**src/rtl/arb_pkg.sv**
```systemverilog
// Shared types and constants for the unified-memory arbiter.
// Optional round-robin arbitration is enabled with FAIR_ARB_EN.
package arb_pkg;

  typedef enum logic [1:0] {
    IDLE    = 2'b00,
    IF_BUSY = 2'b01,
    DM_BUSY = 2'b10
  } arb_state_e;

  localparam logic [15:0] NOP_INST    = 16'h0800;
  localparam int unsigned TIMEOUT_DEF = 15;

endpackage

```
**src/rtl/imem_dmem_arbiter_if.sv**
```systemverilog
// Pipeline and memory-side bundle of the fetch/data memory arbiter.
// slave = arbiter view, master = pipeline plus memory environment view.
interface imem_dmem_arbiter_if #(
  parameter int unsigned ADDR_W = 16,
  parameter int unsigned DATA_W = 16
) ();

  logic              if_req;
  logic [ADDR_W-1:0] if_addr;
  logic              if_flush;
  logic              if_valid;
  logic [DATA_W-1:0] if_data;
  logic              if_stall;
  logic              dm_rd;
  logic              dm_wr;
  logic [ADDR_W-1:0] dm_addr;
  logic [DATA_W-1:0] dm_wdata;
  logic              dm_valid;
  logic [DATA_W-1:0] dm_rdata;
  logic              dm_stall;
  logic              mem_start;
  logic              mem_wr;
  logic [ADDR_W-1:0] mem_addr;
  logic [DATA_W-1:0] mem_wdata;
  logic [DATA_W-1:0] mem_rdata;
  logic              mem_done;
  logic              err;

  modport slave (
    input  if_req, if_addr, if_flush,
    input  dm_rd, dm_wr, dm_addr, dm_wdata,
    input  mem_rdata, mem_done,
    output if_valid, if_data, if_stall,
    output dm_valid, dm_rdata, dm_stall,
    output mem_start, mem_wr, mem_addr, mem_wdata,
    output err
  );

  modport master (
    output if_req, if_addr, if_flush,
    output dm_rd, dm_wr, dm_addr, dm_wdata,
    output mem_rdata, mem_done,
    input  if_valid, if_data, if_stall,
    input  dm_valid, dm_rdata, dm_stall,
    input  mem_start, mem_wr, mem_addr, mem_wdata,
    input  err
  );

endinterface

```
**src/rtl/arb_timeout_cnt.sv**
```systemverilog
// 4-bit access watchdog: clear, count while enabled, flag on reaching LIMIT.
module arb_timeout_cnt #(
  parameter int unsigned LIMIT = 15
) (
  input  logic clk,
  input  logic rst,
  input  logic clr_i,
  input  logic en_i,
  output logic expire_o
);

  logic [3:0] cnt_q, cnt_d;

  always_comb begin
    cnt_d = cnt_q;
    if (clr_i) begin
      cnt_d = '0;
    end else if (en_i && cnt_q != 4'hF) begin
      cnt_d = cnt_q + 4'd1;
    end
  end

  always_ff @(posedge clk or posedge rst) begin
    if (rst) begin
      cnt_q <= '0;
    end else begin
      cnt_q <= cnt_d;
    end
  end

  // Fires in the busy cycle whose closing edge brings the count to LIMIT.
  assign expire_o = en_i & ~clr_i & ((cnt_q + 4'd1) == 4'(LIMIT));

endmodule

```
**src/rtl/imem_dmem_arbiter.sv**
```systemverilog
// Fetch/data arbiter for one single-ported multi-cycle unified memory.
// Macro FAIR_ARB_EN selects round-robin instead of fixed data priority.
module imem_dmem_arbiter
  import arb_pkg::*;
#(
  parameter int unsigned ADDR_W  = 16,
  parameter int unsigned DATA_W  = 16,
  parameter int unsigned TIMEOUT = TIMEOUT_DEF
) (
  input logic clk,
  input logic rst,
  imem_dmem_arbiter_if.slave bus
);

  arb_state_e        state_q;
  logic              mem_start_q;
  logic              mem_wr_q;
  logic [ADDR_W-1:0] mem_addr_q;
  logic [DATA_W-1:0] mem_wdata_q;
  logic              if_valid_q;
  logic [DATA_W-1:0] if_data_q;
  logic              dm_valid_q;
  logic [DATA_W-1:0] dm_rdata_q;
  logic              kill_q;
  logic              ret_q;
  logic              err_q;

  logic dm_req, if_ok, pick_dm;
  logic grant_dm, grant_if;
  logic busy, expire;

  assign dm_req = bus.dm_rd | bus.dm_wr;
  assign if_ok  = bus.if_req & ~bus.if_flush;

`ifdef FAIR_ARB_EN
  logic last_dm_q;
  assign pick_dm = dm_req & (~if_ok | ~last_dm_q);
`else
  assign pick_dm = dm_req;
`endif

  // ret_q marks the return cycle, which never starts a new access.
  assign grant_dm = (state_q == IDLE) & ~ret_q & pick_dm;
  assign grant_if = (state_q == IDLE) & ~ret_q & if_ok & ~pick_dm;
  assign busy     = (state_q != IDLE);

  arb_timeout_cnt #(
    .LIMIT(TIMEOUT)
  ) u_tmo (
    .clk     (clk),
    .rst     (rst),
    .clr_i   (grant_dm | grant_if),
    .en_i    (busy),
    .expire_o(expire)
  );

  always_ff @(posedge clk or posedge rst) begin
    if (rst) begin
      state_q     <= IDLE;
      mem_start_q <= 1'b0;
      mem_wr_q    <= 1'b0;
      mem_addr_q  <= '0;
      mem_wdata_q <= '0;
      if_valid_q  <= 1'b0;
      if_data_q   <= '0;
      dm_valid_q  <= 1'b0;
      dm_rdata_q  <= '0;
      kill_q      <= 1'b0;
      ret_q       <= 1'b0;
      err_q       <= 1'b0;
`ifdef FAIR_ARB_EN
      last_dm_q   <= 1'b0;
`endif
    end else begin
      mem_start_q <= 1'b0;
      if_valid_q  <= 1'b0;
      dm_valid_q  <= 1'b0;
      ret_q       <= 1'b0;
      unique case (state_q)
        IDLE: begin
          if (grant_dm) begin
            state_q     <= DM_BUSY;
            mem_start_q <= 1'b1;
            mem_addr_q  <= bus.dm_addr;
            mem_wr_q    <= bus.dm_wr;
            mem_wdata_q <= bus.dm_wdata;
            if (bus.dm_rd && bus.dm_wr) err_q <= 1'b1;
`ifdef FAIR_ARB_EN
            last_dm_q   <= 1'b1;
`endif
          end else if (grant_if) begin
            state_q     <= IF_BUSY;
            mem_start_q <= 1'b1;
            mem_addr_q  <= bus.if_addr;
            mem_wr_q    <= 1'b0;
            mem_wdata_q <= '0;
`ifdef FAIR_ARB_EN
            last_dm_q   <= 1'b0;
`endif
          end
        end
        IF_BUSY, DM_BUSY: begin
          if (bus.mem_done) begin
            state_q  <= IDLE;
            ret_q    <= 1'b1;
            mem_wr_q <= 1'b0;
            kill_q   <= 1'b0;
            if (state_q == DM_BUSY) begin
              dm_valid_q <= 1'b1;
              dm_rdata_q <= mem_wr_q ? '0 : bus.mem_rdata;
            end else if (!kill_q && !bus.if_flush) begin
              if_valid_q <= 1'b1;
              if_data_q  <= bus.mem_rdata;
            end else begin
              if_data_q  <= DATA_W'(NOP_INST);
            end
          end else if (expire) begin
            state_q  <= IDLE;
            mem_wr_q <= 1'b0;
            kill_q   <= 1'b0;
            err_q    <= 1'b1;
          end else if (state_q == IF_BUSY && bus.if_flush) begin
            kill_q <= 1'b1;
          end
        end
        default: state_q <= IDLE;
      endcase
    end
  end

  assign bus.mem_start = mem_start_q;
  assign bus.mem_wr    = mem_wr_q;
  assign bus.mem_addr  = mem_addr_q;
  assign bus.mem_wdata = mem_wdata_q;
  assign bus.if_valid  = if_valid_q;
  assign bus.if_data   = if_data_q;
  assign bus.dm_valid  = dm_valid_q;
  assign bus.dm_rdata  = dm_rdata_q;
  assign bus.err       = err_q;
  assign bus.if_stall  = bus.if_req & ~if_valid_q;
  assign bus.dm_stall  = dm_req & ~dm_valid_q;

endmodule

```
**src/flat_wrapper.sv**
```systemverilog
// flat-port wrapper written by rule: the top's interface ports become plain ports
module imem_dmem_arbiter_flat import arb_pkg::*;
#(
  parameter int unsigned ADDR_W  = 16,
  parameter int unsigned DATA_W  = 16,
  parameter int unsigned TIMEOUT = TIMEOUT_DEF
)
  (clk, rst, bus_if_req, bus_if_addr, bus_if_flush, bus_dm_rd, bus_dm_wr, bus_dm_addr, bus_dm_wdata, bus_mem_rdata, bus_mem_done, bus_if_valid, bus_if_data, bus_if_stall, bus_dm_valid, bus_dm_rdata, bus_dm_stall, bus_mem_start, bus_mem_wr, bus_mem_addr, bus_mem_wdata, bus_err);
  imem_dmem_arbiter_if #(.ADDR_W(ADDR_W), .DATA_W(DATA_W)) bus_i ();
  input logic clk;
  input logic rst;
  input wire logic [$bits(bus_i.if_req)-1:0] bus_if_req;
  input wire logic [$bits(bus_i.if_addr)-1:0] bus_if_addr;
  input wire logic [$bits(bus_i.if_flush)-1:0] bus_if_flush;
  input wire logic [$bits(bus_i.dm_rd)-1:0] bus_dm_rd;
  input wire logic [$bits(bus_i.dm_wr)-1:0] bus_dm_wr;
  input wire logic [$bits(bus_i.dm_addr)-1:0] bus_dm_addr;
  input wire logic [$bits(bus_i.dm_wdata)-1:0] bus_dm_wdata;
  input wire logic [$bits(bus_i.mem_rdata)-1:0] bus_mem_rdata;
  input wire logic [$bits(bus_i.mem_done)-1:0] bus_mem_done;
  output wire logic [$bits(bus_i.if_valid)-1:0] bus_if_valid;
  output wire logic [$bits(bus_i.if_data)-1:0] bus_if_data;
  output wire logic [$bits(bus_i.if_stall)-1:0] bus_if_stall;
  output wire logic [$bits(bus_i.dm_valid)-1:0] bus_dm_valid;
  output wire logic [$bits(bus_i.dm_rdata)-1:0] bus_dm_rdata;
  output wire logic [$bits(bus_i.dm_stall)-1:0] bus_dm_stall;
  output wire logic [$bits(bus_i.mem_start)-1:0] bus_mem_start;
  output wire logic [$bits(bus_i.mem_wr)-1:0] bus_mem_wr;
  output wire logic [$bits(bus_i.mem_addr)-1:0] bus_mem_addr;
  output wire logic [$bits(bus_i.mem_wdata)-1:0] bus_mem_wdata;
  output wire logic [$bits(bus_i.err)-1:0] bus_err;
  assign bus_i.if_req = bus_if_req;
  assign bus_i.if_addr = bus_if_addr;
  assign bus_i.if_flush = bus_if_flush;
  assign bus_i.dm_rd = bus_dm_rd;
  assign bus_i.dm_wr = bus_dm_wr;
  assign bus_i.dm_addr = bus_dm_addr;
  assign bus_i.dm_wdata = bus_dm_wdata;
  assign bus_i.mem_rdata = bus_mem_rdata;
  assign bus_i.mem_done = bus_mem_done;
  assign bus_if_valid = bus_i.if_valid;
  assign bus_if_data = bus_i.if_data;
  assign bus_if_stall = bus_i.if_stall;
  assign bus_dm_valid = bus_i.dm_valid;
  assign bus_dm_rdata = bus_i.dm_rdata;
  assign bus_dm_stall = bus_i.dm_stall;
  assign bus_mem_start = bus_i.mem_start;
  assign bus_mem_wr = bus_i.mem_wr;
  assign bus_mem_addr = bus_i.mem_addr;
  assign bus_mem_wdata = bus_i.mem_wdata;
  assign bus_err = bus_i.err;
  imem_dmem_arbiter #(.ADDR_W(ADDR_W), .DATA_W(DATA_W), .TIMEOUT(TIMEOUT)) u_core (.clk(clk), .rst(rst), .bus(bus_i));
endmodule
```
**config.mk**
```make
export PLATFORM = sky130hd
export DESIGN_NAME = imem_dmem_arbiter_flat
export DESIGN_NICKNAME = d
export VERILOG_FILES = /design/src/rtl/arb_pkg.sv /design/src/rtl/imem_dmem_arbiter_if.sv /design/src/rtl/arb_timeout_cnt.sv /design/src/rtl/imem_dmem_arbiter.sv /design/src/flat_wrapper.sv
export SDC_FILE = /design/constraint.sdc
export NUM_CORES = 1
export LEC_CHECK = 0
export BUFFER_PORTS_ARGS = -buffer_cell sky130_fd_sc_hd__buf_2
export CAP_MARGIN = 15
export CORE_ASPECT_RATIO = 2
export CORE_UTILIZATION = 35
export DETAILED_ROUTE_END_ITERATION = 10
export PLACE_DENSITY = 0.73
export SETUP_SLACK_MARGIN = 0.3
export SKIP_CTS_REPAIR_TIMING = 1
export SLEW_MARGIN = 10
export SYNTH_ARGS = -nofsm -noshare
export SYNTH_HDL_FRONTEND = slang
export SYNTH_HIERARCHICAL = 1
export SYNTH_SLANG_ARGS = --single-unit
```
**constraint.sdc**
```tcl
create_clock -name clk -period 2.95 [get_ports clk]
set_input_delay 0.59 -clock clk [delete_from_list [all_inputs] [get_ports clk]]
set_output_delay 0.59 -clock clk [all_outputs]
set_load 0.01 [all_outputs]
```
==> flow_summary.ini, run 1 <==
[critical_path]
crit_type = flop to flop
slowest_delay_ns = 0.53
reg2reg_setup_slack_ns = 0.42
crit_path_end_kind = flop
cp-start-kind = flop
critical_path_arrival_ns = 2.74
crit_buf_inv = 2
required_ns = 3.17
r2r-start = u_core/state_q[0]$_DFFE_PP0P_
r2r_end = u_core/state_q[0]$_DFFE_PP0P_
crit_path_frequent_cell = inv_2
worst-r2r-cell-count = 10
crit_family = simple AND/OR/NAND/NOR gates
slowest_stage = or4b_1
path_cells = inv_2 > ha_4 > and2b_2 > o21ai_4 > inv_2 > or4b_1 > o21ai_2 > nor3b_2 > or4_1 > o311ai_1
cp_max_fo = 9

[place]
place_inst = 510
io_buffers = 141
place_congestion = 0.795
dp_hpwl_mm = 6.19
dpl_cell_area_mm2 = 0.00410

[die]
start_util = 0.365
fp.dieW_um = 70.8
dieArea_mm2 = 0.00988
ios = 142
rows = 49
coreArea_mm2 = 0.00907
die_y_um = 140

[timing]
hold_viol_final = 0
worst_clock_skew_ns = 0.00343
worst_pin_slew_ns = 0.887
fin_crit_ns = 2.53
finalCritPeriodShare = 0.856
setup_violations = 0
tns_ns = 0
slew_viol_final = 0
fmax_mhz = 396
rsz0062_at_grt = no
relSlewSlack = 0.407

[cts]
worst_skew_pair.late_latency_ns = 0.33
clk_path_buf_depth = 2
cts-root-buf = clkbuf_16
h-tree-depth = 3
clk_pin_slew_ns = 0.05
cts_tree = done
cts.sinks = 77
cts_buffers = 9

[power]
vdd_drop_max_uv = 480
powerDensity_mw_per_mm2 = 1090
combPwrFrac = 0.399
internal_power_w = 0.00313
power.total_w = 0.00484
pwr-share-clk = 0.227
p_sw_w = 0.00171
p_leak_nw = 2.34
seqPwrFrac = 0.374
switching_share = 0.354

[logic_synthesis]
synth_edf_count = 0
synthTopCellsByArea = dfrtp_1, a22o_1, a221o_1
postSynth.asyncResetShare = 1.00
avgSynthCellArea_um2 = 11.9
syn-num-nets = 356
syn_area_mm2 = 0.00331
synth_seq_cells = 77
yosysWarnings = 6
seq_area_frac_synth = 0.582
ys.flop_type = dfrtp_1
yosysTopAreaCell = dfrtp_1
syn_inst = 279
yosysUniqueCellTypes = 46
post-synth-top-area-fraction = 0.582

[grt]
grt-busiest-layer = met2
grt_overflow = 0
track_usage = 0.178
grtUsageMet2 = 0.315
antenna_found_initial = 0
grt_pass1_vias = 2886
grt_first_pass_wirelength_mm = 13.8
grtUsageMet3 = 0.0398
gr-usage-met1 = 0.197
grt_max_degree = 62

[route]
drt-total-wl_mm = 8.26
via_per_inst = 5.20
dr_total_vias = 2760
drt_iter0_markers = 151
ant_nets = 0
wire_per_inst_um = 15.6
drc = 0
firstDrtPassIters = 6

[finish]
antenna_cells = 0
drive_gt1_frac = 0.427
utilization = 0.491
area_delta_synth_final_pct = 34.6
finalInstanceArea_mm2 = 0.00446
fill_cells = 848
instances_no_fill = 531
num-nets-final = 501

[min_path]
min_path_type = primary input to asynchronous set/reset pin

[flow_run]
maxCapViolCount = 0

[outcome]
run_status = completed
==> kinds of logic after synthesis <==
group / synth area share
xor gates and xnor gates: 0.00264
buffers and inverters: 0.0423
and+or+nand+nor: 0.153
DFF: 0.582
adders and majority gates: 0.0227
AOI/OAI and AO/OA: 0.198
==> registers in the layout, summed over array words and instances (netlist names) <==
name	cells
u_core/bus.dm_rdata	16
u_core/bus.dm_valid	1
u_core/bus.err	1
u_core/bus.if_data	16
u_core/bus.if_valid	1
u_core/bus.mem_addr	16
u_core/bus.mem_start	1
u_core/bus.mem_wdata	16
u_core/bus.mem_wr	1
u_core/kill_q	1
u_core/ret_q	1
u_core/state_q	2
u_core/u_tmo/cnt_q	4
==> synth_stat cells, drive strengths merged (2+ instances only) <==
| cell type | instances |
|---|---|
| o311ai | 2 |
| clkbuf | 7 |
| a221o | 15 |
| nand2 | 24 |
| and2 | 2 |
| buf | 9 |
| a21oi | 4 |
| a22o | 31 |
| o31ai | 2 |
| nor3 | 4 |
| dfrtp | 77 |
| nor2b | 3 |
| nor2 | 6 |
| inv | 12 |
| nand3b | 2 |
| and3 | 15 |
| nand4 | 2 |
| ha | 6 |
| a211oi | 2 |
| nand2b | 18 |
| o211ai | 2 |
| or4 | 2 |
| o21ai | 18 |
==> through the flow <==
stage | setup WS (ns) | hold slack [ns]
after global routing | 0.311 | 0.154
after global placement | 0.270 | 0.447
final | 0.425 | 0.152
after detailed placement | 0.241 | 0.458
after CTS | 0.228 | 0.147
after floorplan | 0.312 | 0.356
==> cells in the final DEF, fill, tap and decap left out, types with 3 or more instances in the layout <==
| cell type | count |
|---|---|
| buf_2 | 141 |
| dfrtp_1 | 77 |
| a22o_1 | 31 |
| nand2_1 | 23 |
| nand2b_1 | 18 |
| o21ai_0 | 16 |
| and3_1 | 15 |
| a221o_1 | 15 |
| clkbuf_16 | 9 |
| inv_1 | 8 |
| buf_4 | 8 |
| nor2_1 | 5 |
| ha_1 | 5 |
| a21oi_1 | 4 |
| inv_2 | 4 |
| nor3_1 | 3 |
==> power groups by stage <==
stage	logic [W]	registers (W)	clock network, W
final	0.00193	0.00181	0.00110
after global routing	0.00212	0.00188	0.00118
after CTS	0.00189	0.00182	0.00113
after detailed placement	0.00189	0.00182	0
after global placement	0.00184	0.00181	0
after floorplan	0.00104	0.00198	0
==> per-layer routing <==
metal | share of wire | vias up
li1 | - | 1309
met1 | 0.38 | 1323
met2 | 0.54 | 110
met3 | 0.049 | 18
met4 | 0.030 | 0
met5 | 0 | -
==> layout make-up <==
| class | instances | area [um2] | area share |
|---|---|---|---|
| Timing Repair Buffer | 150 | 786 | 0.176 |
| Tap cell | 102 | 128 | 0.0286 |
| Multi-Input combinational cell | 174 | 1270 | 0.285 |
| Clock inverter | 3 | 43.8 | 0.00982 |
| Sequential cell | 77 | 1930 | 0.432 |
| Clock buffer | 13 | 260 | 0.0584 |
| Inverter | 12 | 45.0 | 0.0101 |
==> how the worst max path moves through the flow <==
stage	from	to	slack (ns)	cells after the start
final	u_core/state_q[0]$_DFFE_PP0P_	u_core/state_q[0]$_DFFE_PP0P_	0.42	10
after global routing	u_core/state_q[1]$_DFFE_PP0P_	u_core/state_q[0]$_DFFE_PP0P_	0.31	10
after CTS	u_core/state_q[0]$_DFFE_PP0P_	u_core/state_q[0]$_DFFE_PP0P_	0.23	10
after detailed placement	bus_dm_wr	u_core/state_q[0]$_DFFE_PP0P_	0.24	9
after global placement	bus_dm_wr	u_core/state_q[0]$_DFFE_PP0P_	0.27	9
after floorplan	bus_dm_wr	u_core/state_q[0]$_DFFE_PP0P_	0.31	9
(Power assumes the default switching activity.)
==> inputs of run 2 (changes only) <==
--- a/config.mk
+++ b/config.mk
@@ -5,12 +5,13 @@
 export SDC_FILE = /design/constraint.sdc
 export NUM_CORES = 1
 export LEC_CHECK = 0
-export BUFFER_PORTS_ARGS = -buffer_cell sky130_fd_sc_hd__buf_2
 export CAP_MARGIN = 15
 export CORE_ASPECT_RATIO = 2
 export CORE_UTILIZATION = 35
 export DETAILED_ROUTE_END_ITERATION = 10
-export PLACE_DENSITY = 0.73
+export DONT_BUFFER_PORTS = 1
+export PLACE_DENSITY = 0.6
+export RECOVER_POWER = 100
 export SETUP_SLACK_MARGIN = 0.3
 export SKIP_CTS_REPAIR_TIMING = 1
 export SLEW_MARGIN = 10
==> flow_summary.ini, run 2 (same netlist as run 1, synthesis figures left out) <==
[outcome]
violations = DRC
run_status = finished, violations left

[cts]
cts-root-buf = clkbuf_16
cts.sinks = 77
h-tree-depth = 3
clk_pin_slew_ns = 0.06
cts_tree = done
clk_path_buf_depth = 2
worst_skew_pair.late_latency_ns = 0.33
cts_buffers = 9

[timing]
setup_violations = 0
tns_ns = 0
hold_viol_final = 0
fmax_mhz = 378
relSlewSlack = 0.154
fin_crit_ns = 2.64
worst_pin_slew_ns = 1.27
slew_viol_final = 0
fin_ws_ns = 0.305
rsz0062_at_grt = no
finalCritPeriodShare = 0.896
worst_clock_skew_ns = 0.00475

[grt]
antenna_found_initial = 0
grt_overflow = 0
track_usage = 0.163
grt_max_degree = 53
grt_pass1_vias = 2310
grt_first_pass_wirelength_mm = 12.1

[power]
p_sw_w = 0.00161
pwr-share-clk = 0.240
powerDensity_mw_per_mm2 = 1170
internal_power_w = 0.00270
seqPwrFrac = 0.490
switching_share = 0.373
p_leak_nw = 1.71
combPwrFrac = 0.270
vdd_drop_max_uv = 483

[route]
ant_nets = 0
dr_total_vias = 2253
drt_iter0_markers = 101
via_per_inst = 5.82
drt-total-wl_mm = 7.54
drc = 21
firstDrtPassIters = 9
wire_per_inst_um = 19.5

[critical_path]
worst-r2r-cell-count = 10
required_ns = 3.18
critical_path_arrival_ns = 2.87
cp_max_fo = 9
crit_type = flop to flop
crit_path_end_kind = flop
cp-start-kind = flop

[min_path]
min_path_type = primary input to asynchronous set/reset pin

[place]
place_congestion = 0.730
io_buffers = 0
dp_hpwl_mm = 5.57
place_ws_ns = 0.264

[die]
die_y_um = 140
dieArea_mm2 = 0.00988
coreArea_mm2 = 0.00907
ios = 142
rows = 49
start_util = 0.365
fp.dieW_um = 70.8

[finish]
antenna_cells = 0
num-nets-final = 358
final_cell_mix = dfrtp_1, a22o_1, nand2_1
drive_gt1_frac = 0.119
final_common_cell = dfrtp_1
area_delta_synth_final_pct = 11.0

[flow_run]
maxCapViolCount = 0
## run 2: path summary, 6_finish.rpt
kind	endpoint	slack, ns	from
hold / removal	u_core/u_tmo/cnt_q[1]$_DFFE_PP0P_	0.02	rst
max in group asynchronous	u_core/bus.mem_wdata[12]$_DFFE_PP0P_	0.93	rst
min in group clk	u_core/bus.mem_wdata[7]$_DFFE_PP0P_	0.39	bus_dm_wdata[7]
setup reg to reg	u_core/state_q[0]$_DFFE_PP0P_	0.31	u_core/state_q[1]$_DFFE_PP0P_
setup / recovery	u_core/state_q[0]$_DFFE_PP0P_	0.31	u_core/state_q[1]$_DFFE_PP0P_
hold reg to reg	u_core/bus.err$_DFFE_PP0P_	0.55	u_core/bus.err$_DFFE_PP0P_
## run 2: area by class of cell
type | count | area [um2]
Multi-Input combinational cell | 174 | 1250
Fill cell | 880 | 5400
Clock buffer | 12 | 267
Clock inverter | 3 | 20.0
Tap cell | 102 | 128
Timing Repair Buffer | 7 | 45.0
Sequential cell | 77 | 1930
Inverter | 12 | 45.0
## run 2: metal layers
metal / global-route usage / vias up / wire [um]
met1: 0.167 / 1084 / 2650
met3: 0.0587 / 18 / 649
met4: 0.116 / 0 / 297
met5: 0 / - / 0
met2: 0.271 / 127 / 3940
li1: - / 1024 / -
## run 2: power by group through the flow
| stage | clock network, W | registers, W | logic, W |
|---|---|---|---|
| 2_1_floorplan | 0 | 0.00198 | 0.00104 |
| 3_3_place_gp | 0 | 0.00213 | 0.00114 |
| 3_5_place_dp | 0 | 0.00213 | 0.00118 |
| 4_1_cts | 0.00107 | 0.00212 | 0.00117 |
| 5_1_grt | 0.00112 | 0.00218 | 0.00132 |
| 6_report | 0.00104 | 0.00211 | 0.00116 |
## run 2: through the flow
step	util	instances	hold WS [ns]	area (um2)	total power, W
2_1_floorplan	-	279	0.356	3320	0.00303
3_3_place_gp	0.374	369	0.366	3390	0.00327
3_5_place_dp	0.374	369	0.366	3390	0.00331
4_1_cts	0.406	384	0.0121	3680	0.00436
5_1_grt	0.405	387	0.0263	3680	0.00461
6_report	0.405	387	0.0238	3680	0.00431
## run 2: worst max-delay path: stages (launching register included)
cell	delay (ns)
dfrtp_1	0.42
inv_1	0.09
ha_1	0.29
and2b_1	0.26
o21ai_4	0.09
inv_2	0.09
or4b_1	0.54
o21ai_2	0.16
nor3b_1	0.11
or4_1	0.41
o311ai_1	0.09
==> inputs of run 3 (changes only) <==
--- a/config.mk
+++ b/config.mk
@@ -5,9 +5,9 @@
 export SDC_FILE = /design/constraint.sdc
 export NUM_CORES = 1
 export LEC_CHECK = 0
-export CAP_MARGIN = 15
 export CORE_ASPECT_RATIO = 2
 export CORE_UTILIZATION = 35
+export CTS_BUF_LIST = sky130_fd_sc_hd__clkbuf_8
 export DETAILED_ROUTE_END_ITERATION = 10
 export DONT_BUFFER_PORTS = 1
 export PLACE_DENSITY = 0.6
@@ -17,5 +17,4 @@
 export SLEW_MARGIN = 10
 export SYNTH_ARGS = -nofsm -noshare
 export SYNTH_HDL_FRONTEND = slang
-export SYNTH_HIERARCHICAL = 1
 export SYNTH_SLANG_ARGS = --single-unit
==> flow_summary.ini, run 3 <==
[finish]
num-nets-final = 357
antenna_cells = 0
finalInstanceArea_mm2 = 0.00353
utilization = 0.391
final_common_cell = dfrtp_1
final_cell_mix = dfrtp_1, o21ai_0, nand2_1
fill_cells = 889
drive_gt1_frac = 0.126
area_delta_synth_final_pct = 8.97

[die]
die_y_um = 138
rows = 49
coreArea_mm2 = 0.00901
dieArea_mm2 = 0.00966
fp.dieW_um = 70
ios = 142
start_util = 0.359

[grt]
antenna_found_initial = 0
grt_pass1_vias = 2145
grt_first_pass_wirelength_mm = 11.2
track_usage = 0.151
grt_max_degree = 78
grt_overflow = 0

[power]
power.total_w = 0.00419
powerDensity_mw_per_mm2 = 1190
p_leak_nw = 1.64
vdd_drop_max_uv = 385

[logic_synthesis]
synth.most_common_cell = dfrtp_1
synth_edf_count = 0
syn-num-nets = 358
syn_area_mm2 = 0.00324
seq_area_frac_synth = 0.595
yosys-top-cells-count = dfrtp_1, o21ai_0, nand2_1
avgSynthCellArea_um2 = 11.5
postSynth.asyncResetShare = 1.00
yosysWarnings = 0
ys.flop_type = dfrtp_1
synth_seq_cells = 77
yosysTopAreaCell = dfrtp_1
yosysUniqueCellTypes = 36
syn_inst = 281
synthTopCellsByArea = dfrtp_1, a22o_1, o21ai_0
post-synth-top-area-fraction = 0.595

[route]
dr_total_vias = 2063
firstDrtPassIters = 4
drc = 0
ant_nets = 0
drt-total-wl_mm = 6.78
wire_per_inst_um = 17.5
via_per_inst = 5.33
drt_iter0_markers = 80

[outcome]
violations = capacitance limit, slew limit
run_status = finished, violations left

[critical_path]
critical_path_arrival_ns = 2.62
cp_max_fo = 17
required_ns = 3.23
crit_type = flop to flop
reg2reg_setup_slack_ns = 0.61
crit_path_end_kind = flop
cp-start-kind = flop

[place]
io_buffers = 0
dp_hpwl_mm = 4.83
place_congestion = 0.717
dpl_cell_area_mm2 = 0.00332

[cts]
worst_skew_pair.late_latency_ns = 0.34
clk_path_buf_depth = 2
cts_tree = done
cts.sinks = 77
cts-root-buf = clkbuf_8
clk_pin_slew_ns = 0.08
cts_buffers = 9
h-tree-depth = 3

[flow_run]
maxCapViolCount = 1

[timing]
finalCritPeriodShare = 0.795
hold_viol_final = 0
tns_ns = 0
relSlewSlack = -0.272
setup_violations = 0
fmax_mhz = 426
fin_hold_ws_ns = 0.372
fin_crit_ns = 2.34
worst_clock_skew_ns = 0.00877
slew_viol_final = 78
worst_pin_slew_ns = 1.91
rsz0062_at_grt = no

[min_path]
min_path_type = primary input to flop
-- run 3: report_power, final --
part	internal, W	switching, W
sequential	0.00154	0.000576
clock	0.000498	0.000387
combinational	0.000544	0.000646
total	0.00258	0.00161
-- run 3: worst max-delay path, cell delays in order, from the launching register on --
cell,delay [ns]
dfrtp_1,0.38
inv_1,0.09
ha_1,0.41
nand2_1,0.12
or2_1,0.49
nor3_4,0.21
clkbuf_2,0.38
a22o_2,0.20
-- run 3: stage by stage --
stage	std cells	setup WS (ns)
5_1_grt	387	0.410
6_report	387	0.605
3_5_place_dp	371	0.568
2_1_floorplan	281	0.393
3_3_place_gp	371	0.753
4_1_cts	387	0.760
-- run 3: path summary, 6_finish.rpt --
check	start	endpoint	cells after the start
worst min-delay path	bus_dm_wdata[11]	u_core.bus.mem_wdata[11]$_DFFE_PP0P_	1
worst min register to register	u_core.bus.err$_DFFE_PP0P_	u_core.bus.err$_DFFE_PP0P_	1
worst max register to register	u_core.state_q[0]$_DFFE_PP0P_	u_core.bus.if_data[1]$_DFFE_PP0P_	7
min in group asynchronous	rst	u_core.bus.mem_wdata[6]$_DFFE_PP0P_	2
max in group asynchronous	rst	u_core.bus.mem_addr[9]$_DFFE_PP0P_	2
worst max-delay path	u_core.state_q[0]$_DFFE_PP0P_	u_core.bus.if_data[1]$_DFFE_PP0P_	7
-- run 3: area by class of cell --
cell class | count | area (um2) | area share
multi-input cells | 176 | 1170 | 0.333
inverters | 11 | 42.5 | 0.0121
clock inverters | 6 | 86.3 | 0.0245
flip-flops and latches | 77 | 1930 | 0.546
clock buffers | 10 | 138 | 0.0390
well taps | 102 | 128 | 0.0362
repair buffers | 5 | 32.5 | 0.00922
-- run 3: kinds of logic (layout without fill, tap and decap cells) --
logic type,after synthesis,in the layout,synth area share
AOI/OAI and AO/OA,81,81,0.172
xor gates and xnor gates,2,2,0.00541
adders and majority gates,6,6,0.0232
DFF,77,77,0.595
buffers and inverters,28,32,0.0429
muxes,18,18,0.0564
and+or+nand+nor,69,69,0.105
-- run 3: layer usage --
| layer | wire [um] | up-vias | part of all wire | global-route usage |
|---|---|---|---|---|
| met5 | 0 | - | 0 | 0 |
| met4 | 95 | 0 | 0.014 | 0.0653 |
| met3 | 600 | 7 | 0.088 | 0.0678 |
| met2 | 3580 | 115 | 0.53 | 0.253 |
| met1 | 2510 | 967 | 0.37 | 0.161 |
| li1 | - | 974 | - | - |
